File: src/rtl/key_debouncer.sv
// Key/switch conditioner: 2-FF sync, polarity fix, debounce, then press/release/long/repeat pulses.
// Level and events appear STABLE_CYCLES+2 edges after a clean raw change; no backpressure, every output is registered.
module key_debouncer #(
  parameter int WIDTH         = 4,
  parameter int ACTIVE_LOW    = 1,
  parameter int STABLE_CYCLES = 1000000,
  parameter int LONG_CYCLES   = 50000000,
  parameter int REPEAT_CYCLES = 10000000
) (
  input  logic             clk,
  input  logic             rst,
  input  logic [WIDTH-1:0] raw,
  output logic [WIDTH-1:0] level,
  output logic [WIDTH-1:0] press,
  output logic [WIDTH-1:0] release_pulse,
  output logic [WIDTH-1:0] long_press,
  output logic [WIDTH-1:0] rpt,
  output logic             any_press
);

  localparam int DW       = (STABLE_CYCLES > 2) ? $clog2(STABLE_CYCLES) : 1;
  localparam int HOLD_MAX = (LONG_CYCLES > REPEAT_CYCLES) ? LONG_CYCLES : REPEAT_CYCLES;
  localparam int HW       = (HOLD_MAX > 2) ? $clog2(HOLD_MAX) : 1;

  localparam logic [DW-1:0]    STABLE_LAST = DW'(STABLE_CYCLES - 1);
  localparam logic [HW-1:0]    LONG_LAST   = HW'(LONG_CYCLES - 1);
  localparam logic [HW-1:0]    REPEAT_LAST = HW'((REPEAT_CYCLES > 0) ? REPEAT_CYCLES - 1 : 0);
  localparam logic [HW-1:0]    HOLD_SAT    = {HW{1'b1}};
  localparam logic [WIDTH-1:0] IDLE_RAW    = (ACTIVE_LOW != 0) ? {WIDTH{1'b1}} : {WIDTH{1'b0}};

  logic [WIDTH-1:0]         sync1_q, sync1_d;
  logic [WIDTH-1:0]         sync2_q, sync2_d;
  logic [WIDTH-1:0]         synced;
  logic [WIDTH-1:0][DW-1:0] deb_cnt_q, deb_cnt_d;
  logic [WIDTH-1:0][HW-1:0] hold_q, hold_d;
  logic [WIDTH-1:0]         phase_q, phase_d;
  logic [WIDTH-1:0]         level_q, level_d;
  logic [WIDTH-1:0]         press_q, press_d;
  logic [WIDTH-1:0]         release_q, release_d;
  logic [WIDTH-1:0]         long_q, long_d;
  logic [WIDTH-1:0]         rpt_q, rpt_d;
  logic                     any_press_q, any_press_d;

  always_comb begin
    sync1_d   = raw;
    sync2_d   = sync1_q;
    synced    = (ACTIVE_LOW != 0) ? ~sync2_q : sync2_q;
    deb_cnt_d = '0;
    hold_d    = hold_q;
    phase_d   = phase_q;
    level_d   = level_q;
    press_d   = '0;
    release_d = '0;
    long_d    = '0;
    rpt_d     = '0;
    for (int i = 0; i < WIDTH; i++) begin
      // Counter only runs while the synced value disagrees with the accepted level.
      if (synced[i] != level_q[i]) begin
        if (deb_cnt_q[i] == STABLE_LAST) begin
          level_d[i]   = synced[i];
          press_d[i]   = synced[i];
          release_d[i] = ~synced[i];
        end else begin
          deb_cnt_d[i] = deb_cnt_q[i] + 1'b1;
        end
      end

      if (!level_q[i] || release_d[i]) begin
        hold_d[i]  = '0;
        phase_d[i] = 1'b0;
      end else if (!phase_q[i]) begin
        if (hold_q[i] == LONG_LAST) begin
          long_d[i]  = 1'b1;
          hold_d[i]  = '0;
          phase_d[i] = 1'b1;
        end else begin
          hold_d[i] = hold_q[i] + 1'b1;
        end
      end else if (REPEAT_CYCLES > 0) begin
        if (hold_q[i] == REPEAT_LAST) begin
          rpt_d[i]  = 1'b1;
          hold_d[i] = '0;
        end else begin
          hold_d[i] = hold_q[i] + 1'b1;
        end
      end else if (hold_q[i] != HOLD_SAT) begin
        hold_d[i] = hold_q[i] + 1'b1;
      end
    end
    any_press_d = |press_d;
  end

  always_ff @(posedge clk) begin
    if (rst) begin
      sync1_q     <= IDLE_RAW;
      sync2_q     <= IDLE_RAW;
      deb_cnt_q   <= '0;
      hold_q      <= '0;
      phase_q     <= '0;
      level_q     <= '0;
      press_q     <= '0;
      release_q   <= '0;
      long_q      <= '0;
      rpt_q       <= '0;
      any_press_q <= 1'b0;
    end else begin
      sync1_q     <= sync1_d;
      sync2_q     <= sync2_d;
      deb_cnt_q   <= deb_cnt_d;
      hold_q      <= hold_d;
      phase_q     <= phase_d;
      level_q     <= level_d;
      press_q     <= press_d;
      release_q   <= release_d;
      long_q      <= long_d;
      rpt_q       <= rpt_d;
      any_press_q <= any_press_d;
    end
  end

  assign level         = level_q;
  assign press         = press_q;
  assign release_pulse = release_q;
  assign long_press    = long_q;
  assign rpt           = rpt_q;
  assign any_press     = any_press_q;

endmodule

File: config.mk
export PLATFORM = sky130hd
export DESIGN_NAME = key_debouncer
export DESIGN_NICKNAME = d
export VERILOG_FILES = /design/src/rtl/key_debouncer.sv
export SDC_FILE = /design/constraint.sdc
export NUM_CORES = 1
export LEC_CHECK = 0
export CAP_MARGIN = 25
export CORE_ASPECT_RATIO = 2
export CORE_UTILIZATION = 60
export DETAILED_ROUTE_END_ITERATION = 10
export GPL_TIMING_DRIVEN = 0
export PLACE_DENSITY = 0.78
export SLEW_MARGIN = 20
export SYNTH_ARGS = -nofsm -noshare
export SYNTH_HDL_FRONTEND = slang
export SYNTH_SLANG_ARGS = --single-unit
File: constraint.sdc
create_clock -name clk -period 6.9 [get_ports clk]
set_input_delay 1.38 -clock clk [delete_from_list [all_inputs] [get_ports clk]]
set_output_delay 1.38 -clock clk [all_outputs]
set_load 0.1 [all_outputs]
==> impl_results.md <==
- Max-cap violations: 0
- Ys flop type: dfxtp_1
- Crit-path max FO: 5
- Hold-critical path endpoint: sync2_q[2]
- Pwr Total: 0.00236 W
- Synth Register Bits: 217
- Post-synthesis sequential area ratio: 46.9%
- Total grt overflow: 0
- Peak supply drop: 0.230 mV
- Post-Syn Area: 9250 sq um
- Root buffer cell: clkbuf_16
- Status: finished, final reports clean
- DR WL/cell: 14.0 um
- Setup TNS Final: 0 ps
- CP max-delay cell: clkdlybuf4s50_1
- Worst path arrival time: 2130 ps
- Die area: 16000 sq um
- Hold WC Path Type: reg -> reg
- # setup viols final: 0
- Critical hold path startpoint: sync1_q[2]
- Largest net degree at the start of global routing: 16
- Num CTS Buffers: 20
- Post-CTS setup buffers: 0
- Cell Chain, Critical Path: clkdlybuf4s50_1
- Initial core utilization: 61.8%
- Vias per cell: 5.52
- Reg2Reg Launch Point: hold_q[78]
- Crit. End Element: primary output
- Cells on Worst Hold Path: 1
- # IOs: 27
- R2r endpoint: hold_q[99]
- Syn-to-layout area delta: 12.5%
- Syn_area_per_cell: 8.85 sq um
- Syn_nets: 1060
- Number of cells on the worst reg-to-reg path: 7
- # diodes: 0
- WP buf/inv: 1
- Port bufs: 26
- Row cnt: 63
- Leak: 3.25 nW
- Synth unique cells: 53
- Yosys warning total: 0
- CTS Sinks: 217
- Cts hold-fix bufs: 0
- First-pass GRT wire length: 31.8 mm
- Clock latency at the later pin of the worst-skew pair: 500 ps
- Share of layout cells above drive strength 1: 5.78%
- Non-Filler Instances: 1303
- DP HPWL: 13.0 mm
- GR Layer Usage met2: 47.3%
- Initial antenna violation count: 0
- Worst slew margin: 34.3%
- Worst Skew: 12.2 ps
- Fmax: 285 MHz
- EDFF count, synth: 0
- Pwr per Cell Area: 226 nW/um^2
- Die width: 89.8 um
- Most frequent cells in the layout: 239 x nor2_1, 217 x dfxtp_1, 84 x xor2_1
- Initial DRT Pass Iterations: 4
- Most common cell after layout, fill and taps aside: nor2_1
- Die Height: 178 um
- Slew Viols, Final: 0
- Fraction of registers with async set/reset: 0%
- Placed instance count: 1267
- Period Utilization, post-route: 50.8%
- Design area: 10400 sq um
- H-tree Lvls: 1
- Resized Gates After CTS: 0
- Hold Vio Cnt, Final: 0
- Slew at the pin closest to its max-slew limit: 983 ps
- Vias in the first global route: 7373
- CP Depth: 1
- Cell Area, Placed: 9760 sq um
- GRT busiest layer: met2
- Layout fillers: 1244
- Syn Inst Count: 1046
- Clk slew on worst S/H paths: 60 ps
- Fin crit period: 3510 ps
- Unrepaired setup endpoints after global routing: no
- Via count: 7198
- Critical path class: reg -> out
- DR iter-0 viols: 211
- Delay-heaviest family, CP: buffers and inverters
- CP Launch Type: flip-flop
- Routed WL: 18.2 mm
- Core footprint: 15000 sq um
- Total GRT Usage: 23.7%
- Clk buf depth: 3
- DRC viols: 0
- Nets@finish: 1109
- ANT nets after route: 0
- Critical Path RT: 5520 ps
- Reg2reg setup slack: 4160 ps
- Critical Path Max Stage Delay: 1190 ps
- Grt met3 use: 2.66%
- TritonCTS clock tree: yes
- Met1 Usage GRT: 23.4%
- RD Place Congestion: 0.841
cell families (layout without fill, tap and decap cells):
group,count (synthesis),count (layout),synth area share [%]
buf+inv,56,118,2.73
fa+ha+maj,8,8,1.08
xor+xnor,167,167,15.8
compound gates,27,27,2.15
simple gates,571,571,31.3
flops,217,217,46.9
registers in the layout, indices dropped and copies added (netlist names):
signal / flops
long_press: 4
press: 4
sync1_q: 4
phase_q: 4
hold_q: 104
any_press: 1
rpt: 4
deb_cnt_q: 80
sync2_q: 4
release_pulse: 4
level: 4
how the worst max path moves through the flow:
stage,startpoint,to,slack (ps)
2_1_floorplan,rst,hold_q[54],4310
5_1_grt,level[1],level[1],3360
4_1_cts,level[1],level[1],3380
3_3_place_gp,rst,hold_q[67],3210
3_5_place_dp,rst,hold_q[62],3170
6_report,level[1],level[1],3390
metrics by stage:
| step | hold slack, ps | setup WS (ps) | utilization (%) |
|---|---|---|---|
| after floorplan | 389 | 4310 | - |
| after global placement | 391 | 3210 | 65.2 |
| after detailed placement | 397 | 3170 | 65.2 |
| after CTS | 412 | 3380 | 69.5 |
| after global routing | 429 | 3360 | 69.5 |
| final | 411 | 3390 | 69.5 |
Yosys cell counts (12+ instances only):
cell | number | area [sq um]
inv_1 | 33 | 124
nor3_1 | 23 | 115
nand4_1 | 44 | 275
nand3_1 | 73 | 365
and4_1 | 13 | 114
nor2_1 | 239 | 897
dfxtp_1 | 217 | 4340
nand2_1 | 54 | 203
xor2_1 | 84 | 736
nor4_1 | 22 | 138
and3_1 | 26 | 163
xnor2_1 | 83 | 727
clkbuf_1 | 12 | 45.0
power by group:
part	total (W)	internal, W	switching, W
combinational	0.0000143	0.00000624	0.00000805
sequential	0.00126	0.00126	0.00000229
clock	0.00108	0.000627	0.000458
cell type report:
type / count / area (sq um) / area share, %
Tap cell: 195 / 244 / 2.34
Inverter: 33 / 124 / 1.19
Sequential cell: 217 / 4340 / 41.7
Clock buffer: 29 / 586 / 5.62
Timing Repair Buffer: 27 / 265 / 2.55
Multi-Input combinational cell: 773 / 4660 / 44.8
Clock inverter: 6 / 55.1 / 0.529
Buffer: 23 / 129 / 1.24
routing by layer:
metal,vias up,part of all wire (%)
met5,-,0
met4,0,4.2
met3,59,2.4
met2,120,56
met1,3381,38
li1,3638,-
No activity file was read; power rests on OpenSTA's default activity.
